## src/rtl/rom_loader.sv

```systemverilog
// rom_loader: receives a length-prefixed, XOR-checksummed byte stream and writes it
// into a word-wide ROM, holding the CPU in reset until a frame is loaded correctly.
//
// Frame: LEN_HI, LEN_LO (word count N, big-endian), 4*N payload bytes (MSB first per
// word), then one checksum byte equal to the XOR of all payload bytes.
//
// Ports:
//   clk_i         system clock, rising edge
//   rst_i         synchronous active-high reset
//   start_i       single-cycle request to begin a load (IDLE/DONE/ERR only)
//   byte_valid_i  byte offered on byte_data_i
//   byte_data_i   offered byte
//   byte_ready_o  byte accepted this cycle when byte_valid_i is also high
//   en_w_rom_o    one-cycle ROM write strobe per word
//   w_rom_addr_o  ROM word address (held between strobes)
//   w_rom_data_o  ROM word data (held between strobes)
//   rst_rom_o     CPU/ROM-fetch reset, released only after a good load
//   busy_o        frame in progress
//   done_o        last load succeeded
//   err_o         last load failed (length or checksum)

module rom_loader #(
   parameter int unsigned ROM_DEPTH = 1024
) (
   input  logic        clk_i,
   input  logic        rst_i,
   input  logic        start_i,
   input  logic        byte_valid_i,
   input  logic [7:0]  byte_data_i,
   output logic        byte_ready_o,
   output logic        en_w_rom_o,
   output logic [15:0] w_rom_addr_o,
   output logic [31:0] w_rom_data_o,
   output logic        rst_rom_o,
   output logic        busy_o,
   output logic        done_o,
   output logic        err_o
);

   typedef enum logic [2:0] {
      StIdle,
      StLenHi,
      StLenLo,
      StData,
      StChk,
      StDone,
      StErr
   } state_t;

   state_t      state;
   logic        busy;        // high exactly in LEN_HI, LEN_LO, DATA, CHK
   logic [7:0]  len_hi;
   logic [15:0] word_count;
   logic [15:0] word_idx;
   logic [1:0]  byte_idx;
   logic [23:0] shift;       // first three bytes of the word being assembled
   logic [7:0]  chk;
   logic        accept;
   logic [15:0] len_word;

   // Ready is the registered busy flag, so acceptance needs no extra decode.
   assign byte_ready_o = busy;
   assign busy_o       = busy;
   assign accept       = byte_valid_i && busy;
   assign len_word     = {len_hi, byte_data_i};

   always_ff @(posedge clk_i) begin
      if (rst_i) begin
         state        <= StIdle;
         busy         <= 1'b0;
         len_hi       <= 8'h00;
         word_count   <= 16'h0000;
         word_idx     <= 16'h0000;
         byte_idx     <= 2'd0;
         shift        <= 24'h000000;
         chk          <= 8'h00;
         en_w_rom_o   <= 1'b0;
         w_rom_addr_o <= 16'h0000;
         w_rom_data_o <= 32'h00000000;
         rst_rom_o    <= 1'b1;
         done_o       <= 1'b0;
         err_o        <= 1'b0;
      end else begin
         en_w_rom_o <= 1'b0;
         case (state)
            StIdle, StDone, StErr: begin
               if (start_i) begin
                  state     <= StLenHi;
                  busy      <= 1'b1;
                  done_o    <= 1'b0;
                  err_o     <= 1'b0;
                  rst_rom_o <= 1'b1;
                  word_idx  <= 16'h0000;
                  byte_idx  <= 2'd0;
                  chk       <= 8'h00;
               end
            end
            StLenHi: begin
               if (accept) begin
                  len_hi <= byte_data_i;
                  state  <= StLenLo;
               end
            end
            StLenLo: begin
               if (accept) begin
                  word_count <= len_word;
                  if (32'(len_word) > ROM_DEPTH) begin
                     state <= StErr;
                     busy  <= 1'b0;
                     err_o <= 1'b1;
                  end else if (len_word == 16'h0000) begin
                     state <= StChk;
                  end else begin
                     state <= StData;
                  end
               end
            end
            StData: begin
               if (accept) begin
                  shift    <= {shift[15:0], byte_data_i};
                  chk      <= chk ^ byte_data_i;
                  byte_idx <= byte_idx + 2'd1;
                  if (byte_idx == 2'd3) begin
                     en_w_rom_o   <= 1'b1;
                     w_rom_data_o <= {shift, byte_data_i};
                     w_rom_addr_o <= word_idx;
                     word_idx     <= word_idx + 16'd1;
                     if (word_idx == word_count - 16'd1) begin
                        state <= StChk;
                     end
                  end
               end
            end
            StChk: begin
               if (accept) begin
                  busy <= 1'b0;
                  if (byte_data_i == chk) begin
                     state     <= StDone;
                     done_o    <= 1'b1;
                     rst_rom_o <= 1'b0;
                  end else begin
                     state <= StErr;
                     err_o <= 1'b1;
                  end
               end
            end
            default: begin
               state <= StIdle;
               busy  <= 1'b0;
            end
         endcase
      end
   end

endmodule

```

## config.mk

```make
export PLATFORM = sky130hd
export DESIGN_NAME = rom_loader
export DESIGN_NICKNAME = d
export VERILOG_FILES = /design/src/rtl/rom_loader.sv
export SDC_FILE = /design/constraint.sdc
export NUM_CORES = 1
export LEC_CHECK = 0
export ABC_AREA = 1
export CORE_MARGIN = 5
export CORE_UTILIZATION = 55
export DETAILED_ROUTE_END_ITERATION = 16
export DONT_BUFFER_PORTS = 1
export PLACE_DENSITY = 0.69
export RECOVER_POWER = 50
export SLEW_MARGIN = 20
export SYNTH_ARGS = -nofsm -noshare
export SYNTH_HDL_FRONTEND = slang
export SYNTH_SLANG_ARGS = --single-unit
```

## constraint.sdc

```tcl
create_clock -name clk_i -period 2 [get_ports clk_i]
set_clock_uncertainty 0.2 [all_clocks]
set_input_delay 0.3 -clock clk_i [delete_from_list [all_inputs] [get_ports clk_i]]
set_output_delay 0.3 -clock clk_i [all_outputs]
set_load 0.005 [all_outputs]
```

# ---- Word level (Yosys, flattened, before mapping)
# Index checks and enable logic that the tools add are counted.
dict set report totals {
  reg_bits 130
  input_bits 12
  out_inout_bits 54
  elab_cells 99
}
dict set report classes {
  addsub 3
  order_cmp 1
  eq_ne 19
  n_mux 39
  bitwise 4
  reduce_logical 19
}
# cell n
set ops {}
lappend ops {{$mux W16} 3}
lappend ops {{$pmux W16 S2} 1}
lappend ops {{$mux W3} 9}
lappend ops {{$ne A2 B2 Y1 const B} 10}
lappend ops {{$add A16 B1 Y16 const B} 1}
lappend ops {{$eq A16 B16 Y1} 1}
lappend ops {{$gt A16 B11 Y1 const B} 1}
lappend ops {{$logic_not A16 Y1} 1}
lappend ops {{$mux W8} 2}
lappend ops {{$pmux W8 S2} 1}
lappend ops {{$sub A16 B1 Y16 const B} 1}
lappend ops {{$pmux W3 S5} 1}
lappend ops {{$mux W1} 14}
lappend ops {{$eq A3 B3 Y1 const B} 3}
lappend ops {{$eq A8 B8 Y1} 1}
lappend ops {{$reduce_and A4 Y1} 2}
lappend ops {{$xor A8 B8 Y8} 1}
lappend ops {{$reduce_and A7 Y1} 1}
lappend ops {{$eq A3 B2 Y1 const B} 2}
lappend ops {{$mux W2} 3}
lappend ops {{$reduce_and A2 Y1} 3}
lappend ops {{$reduce_and A3 Y1} 2}
lappend ops {{$reduce_and A6 Y1} 1}
lappend ops {{$reduce_or A3 Y1} 2}
lappend ops {{other kinds (14)} 18}

# ---- Longest topological paths before layout
# Gate-level depths: netlist (run 1).
dict set report logic_depth {
  ltp_word 6
  mapped_depth 18
  ltp_nobuf 17
}

# ---- Worst setup path after synthesis (run 1)
# Ideal clock, no wire load.
dict set report synth_path {
  kind {reg2reg}
  start {reg word_count[0]}
  end {reg state[1]}
  t_arrival_ns 1.695
  required_ns 1.686
  slack_ns -0.008
  path_stages_with_launch 15
  n_path_buf 1
  synth_period_minus_slack_ns 2.008
  cell_sequence {dfxtp_1 inv_1 ha_1 clkbuf_2 nand2_1 nor2_1 nand2_1 xor2_1 nand2_1 nor2_1 nand3_1 nand2_1 nand2_1 o21bai_1 inv_1}
}
dict set report synth_via {
  elab_chain_len 4
}
# element line
set synth_lines {}
lappend synth_lines {{start, declared} 53} ;# logic [15:0] word_count;
lappend synth_lines {{start signal, assigned} 106} ;# word_count <= len_word;
lappend synth_lines {{$sub A16 B1 Y16} 128} ;# if (word_idx == word_count - 16'd1) begin
lappend synth_lines {{$eq A16 B16 Y1} 128}
lappend synth_lines {{$ne A2 B2 Y1 (no line)} --}
lappend synth_lines {{$reduce_and A7 Y1 (no line)} --}
lappend synth_lines {{end signal, assigned} 129} ;# state <= StChk;
lappend synth_lines {{end signal, assigned} 138} ;# state <= StDone;
lappend synth_lines {{end signal, assigned} 142} ;# state <= StErr;
lappend synth_lines {{end, declared} 50} ;# state_t state;
# Every way passes these cells.
# A chain may end at the register's enable or synchronous reset.

# ---- Worst setup path in the final report (run 1)
dict set report layout_path {
  start {reg word_count[1]}
  end {reg state[1]}
}
# Same word-level chain as after synthesis.

==> impl_metrics.json, run 1 <==
{
  "placed_cells": 940,
  "ios": 66,
  "drt_drc_violations_left": 0,
  "ys_ff_latch": 130,
  "min_period_ns": 2.03,
  "most-common-layout-cells": "130 x nand2_1, 125 x dfxtp_1, 111 x nor2_1",
  "finalWorstSetupSlack_ns": -0.0338,
  "crit_chain": "buf_6 -> nor2_4 -> nand2_2 -> nor2_4 -> buf_4 -> xnor3_1 -> nor2_1 -> nand3_1 -> nand2_2 -> nand2_4 -> o21bai_1 -> inv_1",
  "via_per_inst": 5.38,
  "gr-total-overflow": 0,
  "cp_max_fo": 5,
  "rsz0062_at_grt": "yes",
  "slowest_delay_ns": 0.33,
  "synthesis.nets": 802,
  "synth_cells": 787,
  "die_area_sq_um": 12700,
  "hold_class": "input port to flop",
  "ys_seq_area_frac": 0.447,
  "synth_area_leaders": "dfxtp_1 45%, nand2_1 8.8%, nor2_1 7.7%",
  "gp_congestion": 0.900,
  "grt.total_usage": 0.254,
  "grt_pass1_wl_microns": 25800,
  "violations": "setup timing",
  "cts_root_buf": "clkbuf_8",
  "routedWlPerCell_microns": 15.8,
  "worstSetupPathDepth": 12,
  "cts_tree": "done",
  "clk_latency_ns": 0.52,
  "fin_cells": 991,
  "finalSetupViolations": 3,
  "p_leak_nw": 3.42,
  "cp-endpoint": "state[1]",
  "syn-cell-area_sq_um": 5820,
  "hold_viol_final": 0,
  "clock.fmax_mhz": 492,
  "cts.sinks": 130,
  "drtIter0Drc": 453,
  "p_per_area_nw_per_um2": 1170,
  "die_x_microns": 113,
  "synth.distinct_cells": 43,
  "grt_pass1_vias": 5218,
  "run_status": "complete, but fails checks",
  "drv_cap": 0,
  "synth_largest_area_cell": "dfxtp_1",
  "critical_path_required_ns": 2.22,
  "r2r_slack_ns": -0.03,
  "start_kind": "flop",
  "io_buffer_count": 0,
  "period_share": 1.02,
  "synth_top_area_share": 0.447,
  "hpwl_microns": 10800,
  "reg2reg_to": "state[1]",
  "finalPower_w": 0.00843,
  "fill_cells": 856,
  "clk_pin_slew_ns": 0.06,
  "core-area_sq_um": 10300,
  "arrival_ns": 2.25,
  "crit_family": "simple AND/OR/NAND/NOR gates",
  "r2r-start": "word_count[1]",
  "max_slew_margin": 0.482,
  "cts-htree-levels": 4,
  "drv_slew": 0,
  "initial_utilization": 0.564,
  "peakVddDrop_mv": 0.647,
  "syn_area_per_cell_sq_um": 7.40,
  "num_rows": 37,
  "area_growth_pct": 23.8,
  "postRouteAntennaNets": 0,
  "grt_max_degree": 71,
  "drt-total-wl_microns": 15700,
  "synth_edf_count": 0,
  "diodes": 0,
  "die_h_microns": 113,
  "path_buf_inv": 3,
  "firstDrtPassIters": 5,
  "startpoint": "word_count[1]",
  "ys_warn_count": 0,
  "async_flop_share": 0,
  "clock_path_buffers": 2,
  "crit_path_end_kind": "flop",
  "dr_total_vias": 5332,
  "worst_pin_slew_ns": 0.777,
  "antenna_found_initial": 0,
  "crit_type": "flop to flop",
  "slowest_stage": "dfxtp_2",
  "fin_nets": 858,
  "synth_flop_cell": "dfxtp_1",
  "final_layout_size_suffix_gt1_frac": 0.198,
  "cts_buffers": 17,
  "ff2ff_path_depth": 12,
  "final_common_cell": "nand2_1"
}
timing repair:
item	4_1_cts	5_1_grt
hold buffers	9	0
pin swaps	2	17
resized for setup	10	53
setup buffers	0	11
endpoints found under the hold margin	74	0
setup endpoints to repair	8	41
report_power, final:
part,internal (W),switching (W),total (W)
clock network,0.00202,0.00118,0.00320
registers,0.00277,0.000164,0.00293
logic,0.000959,0.00135,0.00230
total,0.00574,0.00269,0.00843
layer usage:
| metal | wire (microns) | GRT usage | part of all wire |
|---|---|---|---|
| met5 | 0 | 0 | 0 |
| met4 | 451 | 0.114 | 0.029 |
| met3 | 985 | 0.0722 | 0.063 |
| met1 | 6790 | 0.320 | 0.43 |
| met2 | 7460 | 0.403 | 0.48 |
state kept, by name, indices dropped and copies added, names as in the netlist:
signal	cells
chk	8
err_o	1
shift	24
rst_rom_o	1
w_rom_data_o	32
done_o	1
len_hi	8
w_rom_addr_o	16
busy_o	1
en_w_rom_o	1
word_count	16
byte_idx	2
state	3
word_idx	16
cell type report:
cell class	count	area, sq um	area share
clock buffers	18	418	0.0580
flip-flops and latches	130	2610	0.363
clock inverters	13	185	0.0257
inverters	65	254	0.0353
multi-input cells	555	2950	0.410
well taps	136	170	0.0236
repair buffers	74	609	0.0846
per-stage QoR:
step / hold slack [ns] / worst slack (ns) / utilization / cell area, sq um / TNS, ns
floorplan: 0.203 / 0.0130 / - / 5820 / 0
global placement: 0.169 / -0.102 / 0.604 / 6230 / -0.230
detailed placement: 0.172 / -0.140 / 0.604 / 6230 / -0.408
CTS: 0.0114 / -0.00189 / 0.674 / 6960 / -0.00189
global route: 0.0365 / -0.134 / 0.698 / 7200 / -2.05
finish: 0.0136 / -0.0338 / 0.698 / 7200 / -0.0368
worst min-delay path by stage:
stage / cells after the start / endpoint / startpoint
6_report: 6 / done_o / start_i
5_1_grt: 6 / word_idx[1] / start_i
4_1_cts: 6 / done_o / start_i
3_5_place_dp: 1 / state[2] / rst_i
3_3_place_gp: 1 / state[2] / rst_i
2_1_floorplan: 2 / w_rom_data_o[0] / byte_data_i[0]
cell usage after synthesis, types with 5 or more instances:
cell type,instances
nor2_1,119
inv_1,56
nor3_1,11
nand2_1,137
nor2_4,7
inv_2,7
a21oi_1,58
nand4_1,6
o21ai_0,87
clkbuf_1,25
o21ai_1,7
o211a_1,5
nand3_1,56
dfxtp_1,130
xnor2_1,9
nand2_2,7
xor2_1,14
worst register-to-register path, cell delays in order (launching register included):
cell and delay (ns):
dfxtp_2 0.33, buf_6 0.11, nor2_4 0.10, nand2_2 0.09, nor2_4 0.16, buf_4 0.13, xnor3_1 0.21, nor2_1 0.11
nand3_1 0.12, nand2_2 0.12, nand2_4 0.07, o21bai_1 0.14, inv_1 0.05
cell families after synthesis:
group	after synthesis	share of synthesized area
fa+ha+maj	3	0.00645
xor+xnor	24	0.0385
simple gates	362	0.284
buf+inv	102	0.0727
compound gates	166	0.151
flops	130	0.447
No activity file was read; power rests on OpenSTA's default activity.
==> inputs of run 2 (changes only) <==
CORE_MARGIN = 4   (was 5)
TNS_END_PERCENT = 30   (was not set)
==> run 2 against run 1 <==
  * The flow still finishes with violations (setup timing)
  * Core utilization decreased by 1.1 points
  * First-iteration DRC count decreased by 18%
  * Maximum frequency increased by 0.14%
  * Hold slack improved by 0.023 ns
  * Global-route usage decreased by 0.43 points
  * Total power decreased by 3.0%
  * Critical path type unchanged
  * Critical endpoint is now state[2]
  * Largest power group unchanged
==> impl_metrics.json, run 2 (same netlist as run 1, synthesis figures left out) <==
{
  "firstDrtPassIters": 5,
  "drt-total-wl_microns": 15400,
  "max_flop_register": "w_rom_data_o",
  "setup_tns_ns": -0.0356,
  "critical_path_required_ns": 2.19,
  "cts.sinks": 130,
  "pwr-share-seq": 0.358,
  "p_per_area_nw_per_um2": 1150,
  "max_slew_margin": 0.502,
  "finalPower_w": 0.00817,
  "power.share.switching": 0.326,
  "power_frac_comb": 0.265,
  "cts_root_buf": "clkbuf_8",
  "hold_viol_final": 0,
  "worst_pin_slew_ns": 0.745,
  "cts-htree-levels": 4,
  "period_share": 1.02,
  "final_common_cell": "nand2_1",
  "power.internal_w": 0.00551,
  "drv_cap": 0,
  "initial_utilization": 0.564,
  "via_per_inst": 5.37,
  "postRouteAntennaNets": 0,
  "crit_chain": "buf_6 -> nor2_4 -> nand2_2 -> nor2_4 -> buf_4 -> xnor3_1 -> nor2_1 -> nand3_2 -> nand2_2 -> nand3_1 -> nand2_1 -> nor2_2",
  "slowest_stage": "dfxtp_2",
  "dr_total_vias": 5292,
  "most-common-layout-cells": "131 x nand2_1, 125 x dfxtp_1, 110 x nor2_1",
  "cp_max_fo": 4,
  "clockPowerShare": 0.377,
  "grt_pass1_vias": 5012,
  "violations": "setup timing",
  "largest_register_ffs": 32,
  "routedWlPerCell_microns": 15.7,
  "switchingPower_w": 0.00266,
  "grt_pass1_wl_microns": 24800,
  "num_rows": 37,
  "p_leak_nw": 3.35,
  "finalSetupViolations": 2,
  "crit_type": "flop to flop",
  "antenna_found_initial": 0,
  "rsz0062_at_grt": "yes",
  "area_growth_pct": 21.9,
  "fill_cells": 865,
  "gp_congestion": 0.912,
  "start_kind": "flop",
  "clock_path_buffers": 2,
  "hold_class": "input port to flop",
  "fin_nets": 852,
  "arrival_ns": 2.22,
  "grt.total_usage": 0.249,
  "clk_latency_ns": 0.53,
  "die_x_microns": 111,
  "ios": 66,
  "hpwl_microns": 10800,
  "cts_buffers": 17,
  "drv_slew": 0,
  "cts_tree": "done",
  "slowest_delay_ns": 0.33,
  "run_status": "complete, but fails checks",
  "peakVddDrop_mv": 0.697,
  "crit_path_end_kind": "flop",
  "die_h_microns": 111,
  "clk_pin_slew_ns": 0.06,
  "grt_max_degree": 91,
  "die_area_sq_um": 12300,
  "hold_slack_ns": 0.0366,
  "drtIter0Drc": 370,
  "gr-total-overflow": 0,
  "final_layout_size_suffix_gt1_frac": 0.188,
  "drt_drc_violations_left": 0,
  "io_buffer_count": 0,
  "clock.fmax_mhz": 492,
  "min_period_ns": 2.03,
  "largestRegisters": "w_rom_data_o x32, shift x24",
  "core-area_sq_um": 10300,
  "finalWorstSetupSlack_ns": -0.0309,
  "diodes": 0
}
run 2: changes by cell type in the layout (fill, tap and decap cells not counted), moves of 3 or more:
cell,before,now
buf_6,5,1
inv_6,1,4
inv_2,10,7
o21ai_0,84,87
run 2: critical path: cells and delay by family (launching register included):
family | cells | cell delay (ns)
and+or+nand+nor | 9 | 0.93
DFF | 1 | 0.33
buffers and inverters | 2 | 0.24
xor gates and xnor gates | 1 | 0.19
run 2: per-layer routing:
| metal | GRT usage | part of all wire |
|---|---|---|
| met2 | 0.402 | 0.47 |
| met3 | 0.0660 | 0.055 |
| met5 | 0 | 0 |
| met4 | 0.107 | 0.030 |
| met1 | 0.315 | 0.45 |
run 2: path summary, 6_finish.rpt:
kind / start / end / slack (ns) / cells after the start
hold / removal: start_i / word_idx[1] / 0.04 / 6
setup / recovery: word_count[1] / state[2] / -0.03 / 12
hold reg to reg: shift[0] / w_rom_data_o[8] / 0.27 / 2
setup reg to reg: word_count[1] / state[2] / -0.03 / 12
run 2: cell type report:
class	count	area, sq um	share of cell area
Clock inverter	13	149	0.0210
Multi-Input combinational cell	555	2910	0.411
Sequential cell	130	2610	0.368
Clock buffer	19	442	0.0623
Tap cell	136	170	0.0240
Timing Repair Buffer	68	549	0.0774
Inverter	65	256	0.0362
run 2: metrics by stage:
step | util | cell area, sq um | setup slack, ns | std cells
after floorplan | - | 5820 | 0.0130 | 787
after global placement | 0.602 | 6210 | -0.118 | 937
after detailed placement | 0.602 | 6210 | -0.214 | 937
after CTS | 0.673 | 6950 | -0.0110 | 979
after global routing | 0.687 | 7090 | -0.162 | 986
final | 0.687 | 7090 | -0.0309 | 986
run 2: power by group through the flow:
| stage | Sequential (W) | Clock, W | Combinational (W) |
|---|---|---|---|
| CTS | 0.00291 | 0.00312 | 0.00197 |
| finish | 0.00293 | 0.00308 | 0.00216 |
| detailed placement | 0.00296 | 0 | 0.00188 |
| global placement | 0.00295 | 0 | 0.00186 |
| global route | 0.00295 | 0.00326 | 0.00241 |
| floorplan | 0.00292 | 0 | 0.00141 |
run 2: timing repair:
action	CTS	global route
buffers inserted	1	7
endpoints found under the hold margin	89	0
hold buffers	9	0
setup endpoints to repair	4	28
pin swaps	6	12
gates resized for setup	17	27
